**config.mk**
```make
export PLATFORM = sky130hd
export DESIGN_NAME = i2s_receiver
export DESIGN_NICKNAME = d
export VERILOG_FILES = /design/src/rtl/i2s_pkg.sv /design/src/rtl/sd_synchronizer.sv /design/src/rtl/i2s_receiver.sv
export SDC_FILE = /design/constraint.sdc
export NUM_CORES = 1
export LEC_CHECK = 0
export CAP_MARGIN = 20
export CORE_MARGIN = 2
export CORE_UTILIZATION = 33
export DETAILED_ROUTE_END_ITERATION = 8
export DONT_BUFFER_PORTS = 1
export PLACE_DENSITY = 0.47
export RECOVER_POWER = 50
export SLEW_MARGIN = 10
export SYNTH_ARGS = -nofsm -noshare
export SYNTH_HDL_FRONTEND = slang
export SYNTH_SLANG_ARGS = --single-unit
```
**constraint.sdc**
```tcl
create_clock -name clk_in -period 2.2 [get_ports clk_in]
set_clock_uncertainty 0.1 [all_clocks]
set_input_delay 0.33 -clock clk_in [delete_from_list [all_inputs] [get_ports clk_in]]
set_output_delay 0.33 -clock clk_in [all_outputs]
set_load 0.05 [all_outputs]
```
**src/rtl/i2s_pkg.sv**
```systemverilog
// Shared types for the I2S receive path: receiver FSM encoding and channel tags.
package i2s_pkg;

   typedef enum logic [1:0] {SYNC, DELAY, SHIFT, SKIP} i2s_rx_state_t;

   localparam logic CH_LEFT  = 1'b0;
   localparam logic CH_RIGHT = 1'b1;

endpackage

```
**src/rtl/sd_synchronizer.sv**
```systemverilog
// Two-flop synchroniser bringing the asynchronous mic data pin into the clk_in domain.
module sd_synchronizer (
   input  logic clk_in,
   input  logic rst_in,
   input  logic sd_async,
   output logic sd_sync
);

   logic sd_meta;

   always_ff @(posedge clk_in) begin
      if (rst_in) begin
         sd_meta <= 1'b0;
         sd_sync <= 1'b0;
      end else begin
         sd_meta <= sd_async;
         sd_sync <= sd_meta;
      end
   end

endmodule

```
**src/rtl/i2s_receiver.sv**
```systemverilog
// I2S deserialiser: one signed PCM word per ws slot, tagged with its channel, on a valid/ready port.
//
// state | meaning
// SYNC  | after reset, waiting for the first ws edge to find a slot boundary
// DELAY | slot started, discarding the one-bit I2S delay bit
// SHIFT | capturing SAMPLE_WIDTH data bits, MSB first
// SKIP  | word captured, ignoring the slot padding until the next ws edge
module i2s_receiver
   import i2s_pkg::*;
#(
   parameter int OVER_SAMPLING_RATE = 64,
   parameter int SAMPLE_WIDTH       = 24
) (
   input  logic                    clk_in,
   input  logic                    rst_in,
   input  logic                    sck_in,
   input  logic                    ws_in,
   input  logic                    sd_in,
   output logic [SAMPLE_WIDTH-1:0] sample_out,
   output logic                    sample_channel_out,
   output logic                    sample_valid_out,
   input  logic                    sample_ready_in,
   output logic                    overrun_out,
   output logic                    frame_err_out
);

   localparam int SLOT_BITS = OVER_SAMPLING_RATE / 2;
   localparam int CNT_W     = $clog2(SLOT_BITS) + 1;
   localparam logic [CNT_W-1:0] LAST_BIT = CNT_W'(SAMPLE_WIDTH - 1);

   i2s_rx_state_t           state;
   logic                    sd_sync;
   logic                    sck_q;
   logic                    ws_q;
   logic                    rise;
   logic                    ws_edge;
   logic [CNT_W-1:0]        bit_cnt;
   logic [SAMPLE_WIDTH-2:0] shift_reg;
   logic [SAMPLE_WIDTH-1:0] word_next;
   logic                    slot_ch;
   logic                    word_done;
   logic                    take;

   sd_synchronizer u_sd_sync (
      .clk_in   (clk_in),
      .rst_in   (rst_in),
      .sd_async (sd_in),
      .sd_sync  (sd_sync)
   );

   assign rise      = sck_in & ~sck_q;
   assign ws_edge   = ws_in ^ ws_q;
   assign word_next = {shift_reg, sd_sync};
   assign take      = sample_valid_out & sample_ready_in;

   // A ws edge overrides a coincident rise, so the last bit can never complete a word then.
   assign word_done = (state == SHIFT) && !ws_edge && rise && (bit_cnt == LAST_BIT);

   always_ff @(posedge clk_in) begin
      if (rst_in) begin
         sck_q         <= 1'b0;
         ws_q          <= 1'b0;
         state         <= SYNC;
         bit_cnt       <= '0;
         shift_reg     <= '0;
         slot_ch       <= CH_LEFT;
         frame_err_out <= 1'b0;
      end else begin
         sck_q <= sck_in;
         ws_q  <= ws_in;
         if (ws_edge) begin
            slot_ch <= ws_in;
            state   <= DELAY;
            bit_cnt <= '0;
            if (state == DELAY || state == SHIFT)
               frame_err_out <= 1'b1;
         end else if (rise) begin
            case (state)
               DELAY: begin
                  state   <= SHIFT;
                  bit_cnt <= '0;
               end
               SHIFT: begin
                  shift_reg <= word_next[SAMPLE_WIDTH-2:0];
                  if (bit_cnt == LAST_BIT)
                     state <= SKIP;
                  else
                     bit_cnt <= bit_cnt + 1'b1;
               end
               default: ;
            endcase
         end
      end
   end

   // Single holding register: a finished word is lost rather than overwrite an unconsumed one.
   always_ff @(posedge clk_in) begin
      if (rst_in) begin
         sample_out         <= '0;
         sample_channel_out <= 1'b0;
         sample_valid_out   <= 1'b0;
         overrun_out        <= 1'b0;
      end else if (word_done) begin
         if (!sample_valid_out || take) begin
            sample_out         <= word_next;
            sample_channel_out <= slot_ch;
            sample_valid_out   <= 1'b1;
         end else begin
            overrun_out <= 1'b1;
         end
      end else if (take) begin
         sample_valid_out <= 1'b0;
      end
   end

endmodule
```
==> results.py <==
metrics = {
    "critical_path": {
        "cp_max_fo": 14,
        "arrival_ns": 2.21,
        "crit_path_max_incr_delay_ns": 0.47,
        "slowest_stage": "or4_4",
        "worstPathCellList": "ha_1, nand2_1, or4_4, nor3_4, buf_12, mux2i_1",
        "cp_num_buf_inv": 1,
        "crit_required_ns": 2.37,
        "crit_type": "reg2reg",
        "end_kind": "flop",
        "startpoint_type": "flop",
        "cp_top_family": "simple AND/OR/NAND/NOR gates",
    },
    "run": {
        "max-cap-violations": 0,
    },
    "grt": {
        "grt_max_degree": 54,
        "grt_pass1_wl_um": 8763,
        "grt_pass1_vias": 1850,
        "grt-ovfl-total": 0,
        "groute.usage.overall_pct": 12.90,
        "grt_antenna_before_repair": 0,
    },
    "power_and_ir_drop": {
        "p_leak_nw": 0.9183,
        "powerDensity_mw_per_mm2": 788.3,
        "ir_drop_mv": 0.2341,
    },
    "synthesis": {
        "synth_area_leaders": "dfxtp_1, nand2b_1, mux2i_1",
        "synth_edf_count": 0,
        "ys_seq_area_share_pct": 48.17,
        "syn_inst": 298,
        "synth_mux_area_share_pct": 9.831,
        "synth_warnings": 0,
        "syn_nets": 307,
        "synthXorXnorAreaFrac_pct": 0.9878,
        "async_reset_ff_share_pct": 0,
        "synth_fa_ha_area_share_pct": 1.411,
        "netlist_area_mm2": 0.002660,
        "synthSimpleGateAreaFrac_pct": 27.61,
        "synth_compound_area_share_pct": 7.996,
        "netlist.area_leader.share_pct": 48.17,
        "synth.most_common_cell": "dfxtp_1",
        "synth_top_area_cell": "dfxtp_1",
        "synth_top_family_by_area": "simple AND/OR/NAND/NOR gates",
        "synth_cell_types": 32,
        "ys_ff_latch": 64,
        "yosys-top-cells-count": "dfxtp_1, nand2_1, nand2b_1",
        "synth-main-ff-cell": "dfxtp_1",
        "avgSynthCellArea_um2": 8.926,
    },
    "drt": {
        "firstDrtPassIters": 4,
        "via_per_inst": 4.680,
        "drc": 0,
        "routed_wl_um": 5143,
        "antenna_left": 0,
        "vias": 1914,
        "wl_per_cell_um": 12.57,
        "drt_iter0_drc": 101,
    },
    "finish": {
        "stdcell_count": 409,
        "synthToLayoutAreaGrowth_pct": 12.70,
        "num-fill-cells": 829,
        "nets": 311,
        "antenna_cells": 0,
        "drive_gt1_share_pct": 8.795,
        "largest_register_ffs": 24,
        "stdcell_area_mm2": 0.002998,
    },
    "placed_design": {
        "dp_hpwl_um": 3236,
        "post-place-cells": 392,
        "dpl_cell_area_mm2": 0.002796,
        "io_buffers": 0,
        "routabilityCongestion": 0.8132,
        "dp_slack_ns": 0.1590,
    },
    "timing": {
        "setup_viol": 0,
        "fin_crit_sh_pct": 92.78,
        "max_slew_margin_pct": 2.302,
        "tightest_slew_ns": 1.465,
        "setup_tns_ns": 0,
        "setup_slack_ns": 0.1589,
        "slew_viol_final": 0,
        "max_clock_freq_ghz": 0.4899,
        "whs_ns": 0.01996,
        "min_period_ns": 2.041,
        "hold_viol": 0,
        "rsz0062_at_grt": "no",
    },
    "die": {
        "rows": 32,
        "die_h_um": 93.78,
        "io_pins": 34,
        "initial_utilization_pct": 34.25,
        "dieArea_mm2": 0.008795,
        "fp.dieW_um": 93.78,
        "fp.coreArea_mm2": 0.007767,
    },
    "clock_tree": {
        "clk_pin_slew_worst_paths_ns": 0.07,
        "cts_root_buffer": "clkbuf_8",
        "cts_setup_buffers": 0,
        "clock_path_buffers": 2,
        "insertion_delay_ns": 0.35,
        "htree_levels": 3,
        "cts.sinks": 64,
        "numCtsBuffers": 9,
        "cts_tree": "built",
    },
    "worst_hold_path": {
        "hold_path_class": "in2reg",
    },
    "outcome": {
        "status": "finished clean",
    },
}
report_power, final:
| group | switching, mW | internal, mW |
|---|---|---|
| clock network | 0.475 | 0.639 |
| logic | 0.0377 | 0.0323 |
| registers | 0.0121 | 1.17 |
| total | 0.525 | 1.84 |
timing repair:
action,in CTS,in global routing
resized for setup,0,0
hold buffers,1,0
endpoints found under the hold margin,32,0
layer usage:
metal	vias to the layer above	routed length, µm	GRT usage, %
li1	992	-	-
met1	882	2481	15.42
met2	30	2255	20.12
met3	10	289	5.217
met4	0	117	6.159
met5	-	0	0
cell usage in the layout (no fill, tap or decap), types with 3 or more instances in the layout:
cell and instances:
dfxtp_1 64, nand2_1 55, nand2b_1 53, a21oi_1 30
mux2i_1 25, clkbuf_8 9, nor2_1 8, nor2b_1 6
clkbuf_1 6, o21ai_0 4, inv_1 3, nand3_1 3
a211oi_1 3, nor3_1 3, ha_1 3
area by class of cell:
type / instances / area (µm²) / area share, %
timing repair buffer: 11 / 82.58 / 2.755
sequential: 64 / 1281 / 42.74
clock buffer: 9 / 123.9 / 4.132
inverter: 4 / 15.01 / 0.5008
clock inverter: 7 / 95.09 / 3.172
tap: 102 / 127.6 / 4.257
multi-input combinational: 212 / 1272 / 42.45
final timing paths:
check | start | to | slack (ns) | cells after the start
setup / recovery | bit_cnt[0] | sample_out[5] | 0.16 | 6
hold / removal | ws_in | slot_ch | 0.02 | 2
setup reg to reg | bit_cnt[0] | sample_out[5] | 0.16 | 6
hold reg to reg | u_sd_sync.sd_meta | u_sd_sync.sd_sync | 0.35 | 1
logic make-up (layout without fill, tap and decap cells):
group,Yosys count,count (layout)
buf+inv,22,31
mux,26,26
compound gates,40,40
fa+ha+maj,3,3
xor+xnor,3,3
flops,64,64
simple gates,140,140
metrics by stage:
| stage | power, mW | utilization (%) |
|---|---|---|
| 2_1_floorplan | 1.268 | - |
| 4_1_cts | 2.405 | 39.08 |
| 5_1_grt | 2.469 | 38.60 |
| 6_report | 2.363 | 38.60 |
| 3_5_place_dp | 1.268 | 36.00 |
| 3_3_place_gp | 1.268 | 36.00 |
Note: power is estimated with default switching activity, not from simulation.
